**src/rtl/iob_mem_arb_pkg.sv**
```systemverilog
// Shared definitions for the tiled two-port memory arbiter: FSM encoding and
// the index-width helper used to size the round-robin pointer.
package iob_mem_arb_pkg;

  typedef enum logic [0:0] {
    ST_INIT = 1'b0,
    ST_RUN  = 1'b1
  } arb_state_e;

  // Bits needed to index n items; callers guarantee n >= 2 so the result is >= 1.
  function automatic int clog2(input int n);
    int r;
    r = 0;
    while ((1 << r) < n) r++;
    return r;
  endfunction

endpackage

```
**src/rtl/iob_rr_arb.sv**
```systemverilog
// Combinational round-robin arbiter: grants the first valid requester found
// when scanning upward from the priority pointer, wrapping modulo N_REQ.
module iob_rr_arb
  import iob_mem_arb_pkg::*;
#(
  parameter int N_REQ = 2
) (
  input  logic [N_REQ-1:0]        valid_i,
  input  logic [clog2(N_REQ)-1:0] ptr_i,
  output logic [N_REQ-1:0]        grant_o
);

  int   idx;
  logic found;

  always_comb begin
    grant_o = '0;
    found   = 1'b0;
    idx     = 0;
    for (int k = 0; k < N_REQ; k++) begin
      idx = int'(ptr_i) + k;
      if (idx >= N_REQ) idx = idx - N_REQ;
      if (!found && valid_i[idx]) begin
        grant_o[idx] = 1'b1;
        found        = 1'b1;
      end
    end
  end

endmodule

```
**src/rtl/iob_2p_mem_tiled_arb.sv**
```systemverilog
// Arbitrates N_REQ requesters onto one single-port tiled memory; optionally
// zero-fills the memory after reset before accepting any request.
module iob_2p_mem_tiled_arb
  import iob_mem_arb_pkg::*;
#(
  parameter int DATA_W     = 32,
  parameter int ADDR_W     = 13,
  parameter int N_REQ      = 2,
  parameter int INIT_CLEAR = 1
) (
  input  logic                     clk,
  input  logic                     rst,
  // Handshake: a request transfers on a cycle where req_valid[i] & req_ready[i];
  // ready is never raised without valid, and responses cannot be back-pressured.
  input  logic [N_REQ-1:0]         req_valid,
  input  logic [N_REQ-1:0]         req_we,
  input  logic [N_REQ*ADDR_W-1:0]  req_addr,
  input  logic [N_REQ*DATA_W-1:0]  req_wdata,
  output logic [N_REQ-1:0]         req_ready,
  output logic [N_REQ-1:0]         rsp_valid,
  output logic [DATA_W-1:0]        rsp_rdata,
  output logic                     mem_w_en,
  output logic                     mem_r_en,
  output logic [ADDR_W-1:0]        mem_addr,
  output logic [DATA_W-1:0]        mem_data_in,
  input  logic [DATA_W-1:0]        mem_data_out,
  output arb_state_e               dbg_state_o
);

  localparam int                IDX_W     = clog2(N_REQ);
  localparam logic [ADDR_W-1:0] LAST_ADDR = '1;

  arb_state_e        state_q, state_d;
  logic [ADDR_W-1:0] init_cnt_q, init_cnt_d;
  logic [IDX_W-1:0]  ptr_q, ptr_d;
  logic [N_REQ-1:0]  rsp_q, rsp_d;
  logic [ADDR_W-1:0] hold_addr_q, hold_addr_d;
  logic [DATA_W-1:0] hold_data_q, hold_data_d;

  logic [N_REQ-1:0]  arb_valid;
  logic [N_REQ-1:0]  grant;
  logic [IDX_W-1:0]  gidx;
  logic              any_grant;
  logic              g_we;
  logic [ADDR_W-1:0] g_addr;
  logic [DATA_W-1:0] g_wdata;
  logic              w_en_c, r_en_c;
  logic [ADDR_W-1:0] addr_c;
  logic [DATA_W-1:0] data_c;

  assign arb_valid = (state_q == ST_RUN) ? req_valid : '0;

  iob_rr_arb #(.N_REQ(N_REQ)) u_rr_arb (
    .valid_i (arb_valid),
    .ptr_i   (ptr_q),
    .grant_o (grant)
  );

  always_comb begin
    gidx = '0;
    for (int i = 0; i < N_REQ; i++) begin
      if (grant[i]) gidx = IDX_W'(i);
    end
  end

  assign any_grant = |grant;
  assign g_we      = req_we[gidx];
  assign g_addr    = req_addr[int'(gidx)*ADDR_W +: ADDR_W];
  assign g_wdata   = req_wdata[int'(gidx)*DATA_W +: DATA_W];

  always_comb begin
    state_d     = state_q;
    init_cnt_d  = init_cnt_q;
    ptr_d       = ptr_q;
    rsp_d       = '0;
    w_en_c      = 1'b0;
    r_en_c      = 1'b0;
    addr_c      = hold_addr_q;
    data_c      = hold_data_q;
    case (state_q)
      ST_INIT: begin
        w_en_c = 1'b1;
        addr_c = init_cnt_q;
        data_c = '0;
        // The counter parks on the last address instead of wrapping.
        if (init_cnt_q == LAST_ADDR) state_d = ST_RUN;
        else                         init_cnt_d = init_cnt_q + 1'b1;
      end
      ST_RUN: begin
        if (any_grant) begin
          ptr_d  = (gidx == IDX_W'(N_REQ - 1)) ? '0 : gidx + IDX_W'(1);
          addr_c = g_addr;
          if (g_we) begin
            w_en_c = 1'b1;
            data_c = g_wdata;
          end else begin
            r_en_c      = 1'b1;
            rsp_d[gidx] = 1'b1;
          end
        end
      end
      default: state_d = ST_RUN;
    endcase
    hold_addr_d = addr_c;
    hold_data_d = data_c;
  end

  always_ff @(posedge clk) begin
    if (rst) begin
      state_q     <= (INIT_CLEAR != 0) ? ST_INIT : ST_RUN;
      init_cnt_q  <= '0;
      ptr_q       <= '0;
      rsp_q       <= '0;
      hold_addr_q <= '0;
      hold_data_q <= '0;
    end else begin
      state_q     <= state_d;
      init_cnt_q  <= init_cnt_d;
      ptr_q       <= ptr_d;
      rsp_q       <= rsp_d;
      hold_addr_q <= hold_addr_d;
      hold_data_q <= hold_data_d;
    end
  end

  // Outputs are forced quiet while rst is high, which also drops a response
  // whose read was granted in the cycle just before reset.
  assign req_ready   = rst ? '0 : grant;
  assign rsp_valid   = rst ? '0 : rsp_q;
  assign rsp_rdata   = (|rsp_valid) ? mem_data_out : '0;
  assign mem_w_en    = ~rst & w_en_c;
  assign mem_r_en    = ~rst & r_en_c;
  assign mem_addr    = rst ? '0 : addr_c;
  assign mem_data_in = rst ? '0 : data_c;
  assign dbg_state_o = state_q;

endmodule

```
**config.mk**
```make
export PLATFORM = sky130hd
export DESIGN_NAME = iob_2p_mem_tiled_arb
export DESIGN_NICKNAME = d
export VERILOG_FILES = /design/src/rtl/iob_mem_arb_pkg.sv /design/src/rtl/iob_rr_arb.sv /design/src/rtl/iob_2p_mem_tiled_arb.sv
export SDC_FILE = /design/constraint.sdc
export NUM_CORES = 1
export LEC_CHECK = 0
export CAP_MARGIN = 10
export CORE_ASPECT_RATIO = 0.9
export CORE_MARGIN = 2
export CORE_UTILIZATION = 40
export CTS_CLUSTER_SIZE = 40
export DETAILED_ROUTE_END_ITERATION = 12
export PLACE_DENSITY = 0.86
export SLEW_MARGIN = 40
export SYNTH_ARGS = -nofsm -noshare
export SYNTH_HDL_FRONTEND = slang
export SYNTH_SLANG_ARGS = --single-unit
```
**constraint.sdc**
```tcl
create_clock -name clk -period 3.8 [get_ports clk]
set_input_delay 0.95 -clock clk [delete_from_list [all_inputs] [get_ports clk]]
set_output_delay 0.95 -clock clk [all_outputs]
set_load 0.03 [all_outputs]
```
After elaboration in Yosys (flattened, before gate mapping)
Index checks and enable logic that the tools add are counted.
{"block": "word_totals", "ff_bits": 62, "inputBits": 128, "output_inout_bits": 84, "wordCells": 80}
{"block": "classes", "addsub": 5, "multipliers": 1, "n_lt_le_gt_ge": 8, "n_eq_ne": 1, "shifts": 2, "muxes": 40, "bitwise_logic": 7, "n_reduce_logical": 10}
{"op": "2-to-1 mux 32 bit", "count": 6}
{"op": "greater-or-equal comparator 32 x 1 -> 1 bit (second input constant)", "count": 2}
{"op": "< comparator 32 x 3 -> 1 bit (second input constant)", "count": 2}
{"op": "case mux 32 bit (2 select lines)", "count": 1}
{"op": "variable part select 64 x 7 -> 32 bit", "count": 1}
{"op": "greater-or-equal comparator 32 x 3 -> 1 bit (second input constant)", "count": 1}
{"op": "subtractor 32 x 3 -> 32 bit (second input constant)", "count": 1}
{"op": "2-to-1 mux 13 bit", "count": 2}
{"op": "case mux 13 bit (2 select lines)", "count": 1}
{"op": "variable part select 26 x 6 -> 13 bit", "count": 1}
{"op": "2-to-1 mux 1 bit", "count": 21}
{"op": "adder 13 x 1 -> 13 bit (second input constant)", "count": 1}
{"op": "== test 13 bit (second input constant)", "count": 1}
{"op": "2-to-1 mux 2 bit", "count": 5}
{"op": "multiplier 1 x 4 -> 5 bit (second input constant)", "count": 1}
{"op": "logical AND 1 bit", "count": 4}
{"op": "NOT 1 bit", "count": 4}
{"op": "AND reduction 2 bit", "count": 2}
{"op": "OR reduction 2 bit", "count": 2}
{"op": "OR reduction 4 bit", "count": 1}
{"op": "demux 1 bit (select 1 bit)", "count": 3}
{"op": "subtractor 1 x 2 -> 3 bit (second input constant)", "count": 1}
{"op": "adder 1 x 1 -> 2 bit (second input constant)", "count": 1}
{"op": "AND 1 bit", "count": 2}
{"op": "7 further kinds", "count": 7}

Depth between registers and ports, before layout
{"block": "logic_depth", "word_depth": 16, "depth_mapped": 9, "mapped_depth_nobuf": 5}

Cells and area by module
Synthesis repeated with hierarchy kept, for this count alone.
{"block": "unflattened", "hier_cells": 363, "area_unflattened_um2": 3218.1}
{"mod": "iob_2p_mem_tiled_arb", "instances": 1, "cells_each": 360, "area_each_um2": 3199.3, "seq_area_each_um2": 1241.2}
{"mod": "iob_rr_arb", "instances": 1, "cells_each": 3, "area_each_um2": 18.8, "seq_area_each_um2": 0.0}

Least setup slack after synthesis
Ideal clock, no wire load.
{"block": "synth_timing", "path_type": "input -> output", "from": "input port req_valid[1]", "to": "output port mem_data_in[0]", "arrival_ns": 2.669, "required_ns": 2.850, "setup_slack_ns": 0.181, "cell_stages": 7, "path_buffers": 3, "path_cell_list": "and2_4 buf_6 and3_4 buf_6 or2_1 buf_6 a311oi_1"}
{"block": "synth_between", "elab_chain_cells": 15, "word_cells_on_any_way": 22, "classes_between": "shift: 1; mux: 17; bitwise: 1; reduce/logical: 3"}
{"element": "start: declaration", "line": "iob_2p_mem_tiled_arb.sv:15", "source": "input logic [N_REQ-1:0] req_valid,"}
{"element": "2-to-1 mux 2 bit (*)", "line": "iob_2p_mem_tiled_arb.sv:51", "source": "assign arb_valid = (state_q == ST_RUN) ? req_valid : '0;"}
{"element": "2-to-1 mux 1 bit (implied by the code) (3 in a row)", "line": "iob_rr_arb.sv:23", "source": "if (!found && valid_i[idx]) begin"}
{"element": "2-to-1 mux 1 bit", "line": "iob_rr_arb.sv:23"}
{"element": "logical NOT 1 bit", "line": "iob_rr_arb.sv:23"}
{"element": "logical AND 1 bit", "line": "iob_rr_arb.sv:23"}
{"element": "2-to-1 mux 2 bit (*)", "line": "iob_rr_arb.sv:23"}
{"element": "parallel branches: the longest is 4 deep, another holds variable part select 64 x 7 -> 32 bit"}
{"element": "2-to-1 mux 32 bit (*)", "line": "iob_2p_mem_tiled_arb.sv:90", "source": "if (any_grant) begin"}
{"element": "case mux 32 bit (2 select lines) (*)", "line": "iob_2p_mem_tiled_arb.sv:80", "source": "case (state_q)"}
{"element": "2-to-1 mux 32 bit (*)"}
{"element": "end: declaration", "line": "iob_2p_mem_tiled_arb.sv:25", "source": "output logic [DATA_W-1:0] mem_data_in,"}
Every way passes the cells marked *. The select of a mux whose other input is x is not followed.

Final worst setup path
{"block": "layout_timing", "from": "input port req_valid[1]", "to": "output port mem_data_in[7]"}
Same word-level chain as after synthesis.

==> flow_summary.ini <==
[drt]
dr_total_vias = 4041
route.antenna.remaining_nets = 0
detail_route.first_pass.iterations = 4
drt-initial-drc-count = 126
wl_per_cell_um = 16.41
viasPerCell = 5.374
drt_drc_violations_left = 0
finalWirelength_um = 12340

[setup_path]
timing_worst_setup_path_type = in2out
worst_r2r_path_depth = 5
worst-r2r-setup-slack_ns = 1.69
critical_path.max_stage_delay_ns = 0.35
worstPathArrival_ns = 2.68
setup.worst_path.start_class = input port
worstPathMaxFanout = 16
worst_path_cell_chain = dlygate4sd2_1 > and2_4 > a211oi_4 > buf_4 > or2_4 > buf_12 > a311oi_4 > buf_6
critPathCaptureType = output pin
startpoint = req_valid[1]
regToRegEndpoint = init_cnt_q[3]
capturing_instance_or_port_of_the_critical_path = mem_data_in[7]
r2r-start = init_cnt_q[0]
worst-endpoint-required_ns = 2.85
slowest_stage = sky130_fd_sc_hd__a311oi_4

[power]
vdd_ir_drop_max_uv = 175.1
p_total_mw = 1.395
power_density_nw_per_um2 = 233.5
power_leakage_nw = 2.219

[logic_synthesis]
synth-async-reset-ratio_pct = 0
postSynthCellCount = 414
synth_warnings = 0
ys_seq_elements = 62
primary_flip_flop_cell_chosen_by_synthesis_mapping = sky130_fd_sc_hd__dfxtp_1
synth-seq-area-share_pct = 36.06
syn-cell-area_um2 = 3442
synth_cell_types = 40
avgSynthCellArea_um2 = 8.314
edff_count_synth = 0
syn-num-nets = 543

[timing]
rsz_0062_raised_after_global_routing = no
worst_slew_pin_slew_ns = 0.6729
timing.final.max_slew_violations = 0
clock_period_minus_worst_slack_ns = 3.627
maximum_clock_frequency_mhz = 275.7
slew-limit-headroom_pct = 54.73
post-route-period-util_pct = 95.46
hold_slack_ns = 0.5112
timing.final.setup_violations = 0
fin_setup_tns_ns = 0
report.final.hold_viol_count = 0
final.setup_skew_ns = 0.01192

[clocking]
ctsLongestPathBuffers = 2
clock_tree.htree_level_count = 3
tritoncts_num_sinks = 62
clk_pin_slew_ns = 0.08
cts.root.buffer_cell = sky130_fd_sc_hd__clkbuf_8
insertion_delay_ns = 0.33
cts_tree = built
numCtsBuffers = 9

[cells_and_area]
n_antenna_cell = 0
finalNetCount = 757
post_route_cells_drive_above_1_share_pct = 24.64
fill_cells = 664
fin_area_um2 = 5974
area.growth.synth_to_final_pct = 73.57
postLayoutCoreUtil_pct = 70.72

[place]
buffer_ports.inserted = 211
post_dp_cell_area_um2 = 5615
detailedPlacementHpwl_um = 8808
place.gp.congestion = 0.8728

[global_routing]
grt_max_degree = 36
number_of_global_route_vias_before_repair = 3924
global_route.usage.total_pct = 24.14
wire_length_of_the_first_global_routing_pass_um = 18200
global_route.overflow_total = 0
antenna_found_initial = 0

[floorplanning]
chipWidth_um = 101.8
start_util_pct = 40.74
core.rowCount = 32
floorplan.io_pins = 212
design.die.area_um2 = 9364
placeableCoreArea_um2 = 8448
die_height_um = 92.01

[job]
cap_violations = 0

[hold_path]
hold_path_class = reg2reg
worstHoldPathCells = 2

[outcome]
status = finished clean
[worst min-delay path by stage]
stage / start / end / slack [ns]
floorplan: ptr_q / ptr_q / 0.46
global placement: ptr_q / ptr_q / 0.48
detailed placement: ptr_q / ptr_q / 0.49
CTS: ptr_q / ptr_q / 0.50
global route: ptr_q / ptr_q / 0.51
finish: ptr_q / ptr_q / 0.51
[flip-flops by register name, indices dropped and copies added (netlist names)]
name,count
hold_data_q,32
hold_addr_q,13
init_cnt_q,13
rsp_q,2
dbg_state_o,1
ptr_q,1
[cells by family (layout without fill, tap and decap cells)]
logic type / after synthesis / count (layout) / share of synthesized area [%]
xor gates and xnor gates: 1 / 1 / 0.2545
buffers and inverters: 42 / 260 / 6.143
muxes: 2 / 2 / 0.6179
adders and majority gates: 1 / 1 / 0.3634
DFF: 62 / 62 / 36.06
AOI/OAI and AO/OA: 81 / 81 / 24.57
and+or+nand+nor: 225 / 226 / 31.99
[Yosys cell counts, types with 2 or more instances]
cell type	count	area share, %
sky130_fd_sc_hd__nand2_1	82	8.9
sky130_fd_sc_hd__dfxtp_1	62	36
sky130_fd_sc_hd__nor3_1	38	5.5
sky130_fd_sc_hd__nor2b_1	35	6.4
sky130_fd_sc_hd__clkbuf_1	31	3.4
sky130_fd_sc_hd__a311oi_2	30	13
sky130_fd_sc_hd__nor2_1	28	3.1
sky130_fd_sc_hd__and3_1	15	2.7
sky130_fd_sc_hd__a211oi_1	14	3.1
sky130_fd_sc_hd__o32ai_1	13	3.3
sky130_fd_sc_hd__a21oi_1	8	1.2
sky130_fd_sc_hd__buf_6	7	2.3
sky130_fd_sc_hd__nand4_1	5	0.91
sky130_fd_sc_hd__nand2b_1	4	0.73
sky130_fd_sc_hd__nor4_1	4	0.73
sky130_fd_sc_hd__o21ai_0	4	0.58
sky130_fd_sc_hd__inv_1	3	0.33
sky130_fd_sc_hd__o31ai_1	3	0.65
sky130_fd_sc_hd__or3_1	3	0.55
sky130_fd_sc_hd__a311oi_1	2	0.51
sky130_fd_sc_hd__and2_1	2	0.36
sky130_fd_sc_hd__nand3_1	2	0.29
sky130_fd_sc_hd__or4_1	2	0.44
[metrics by stage]
stage	worst slack, ns	cells
after global placement	-0.2244	731
after detailed placement	-0.08273	731
after floorplan	0.1808	414
final	0.1726	752
after global routing	0.1005	752
after CTS	0.005103	748
[power breakdown]
part	internal (mW)	switching [mW]
clock	0.291	0.258
sequential	0.654	0.00437
combinational	0.135	0.0522
total	1.08	0.315
[routing by layer]
metal | vias to the layer above | wire, um | track usage [%]
li1 | 1924 | - | -
met1 | 1895 | 4854 | 28.66
met2 | 200 | 6071 | 41.39
met3 | 22 | 1126 | 6.326
met4 | 0 | 288 | 8.896
met5 | - | 0 | 0
[layout by cell type (no fill, tap or decap), types with 14 or more instances in the layout]
| cell type | synthesis | layout |
|---|---|---|
| sky130_fd_sc_hd__clkdlybuf4s50_1 | 0 | 145 |
| sky130_fd_sc_hd__nor3_1 | 38 | 38 |
| sky130_fd_sc_hd__a311oi_2 | 30 | 30 |
| sky130_fd_sc_hd__a211oi_1 | 14 | 14 |
| sky130_fd_sc_hd__nand2_1 | 82 | 82 |
| sky130_fd_sc_hd__and3_1 | 15 | 15 |
| sky130_fd_sc_hd__nor2b_1 | 35 | 33 |
| sky130_fd_sc_hd__nor2_1 | 28 | 26 |
| sky130_fd_sc_hd__buf_4 | 0 | 79 |
| sky130_fd_sc_hd__dfxtp_1 | 62 | 62 |
[worst max-delay path: cells and delay by family]
family,cells,cell delay (ns)
simple gates,2,0.48
buf+inv,4,0.82
compound gates,2,0.41
[repair_timing]
item	4_1_cts	5_1_grt
endpoints found under the setup margin	24	66
hold buffers	0	0
buffers inserted	1	1
gates cloned	0	3
endpoints found under the hold margin	0	0
pin swaps	1	4
resized for setup	7	19
[cell type report]
cell class	instances	area (um2)	share of cell area, %
clock inverter	4	30.03	0.5026
clock buffer	12	165.2	2.764
inverter	3	11.26	0.1885
sequential	62	1241	20.77
timing repair buffer	241	2292	38.37
multi-input combinational	311	2086	34.91
tap	119	148.9	2.492
No activity file was read; power rests on OpenSTA's default activity.
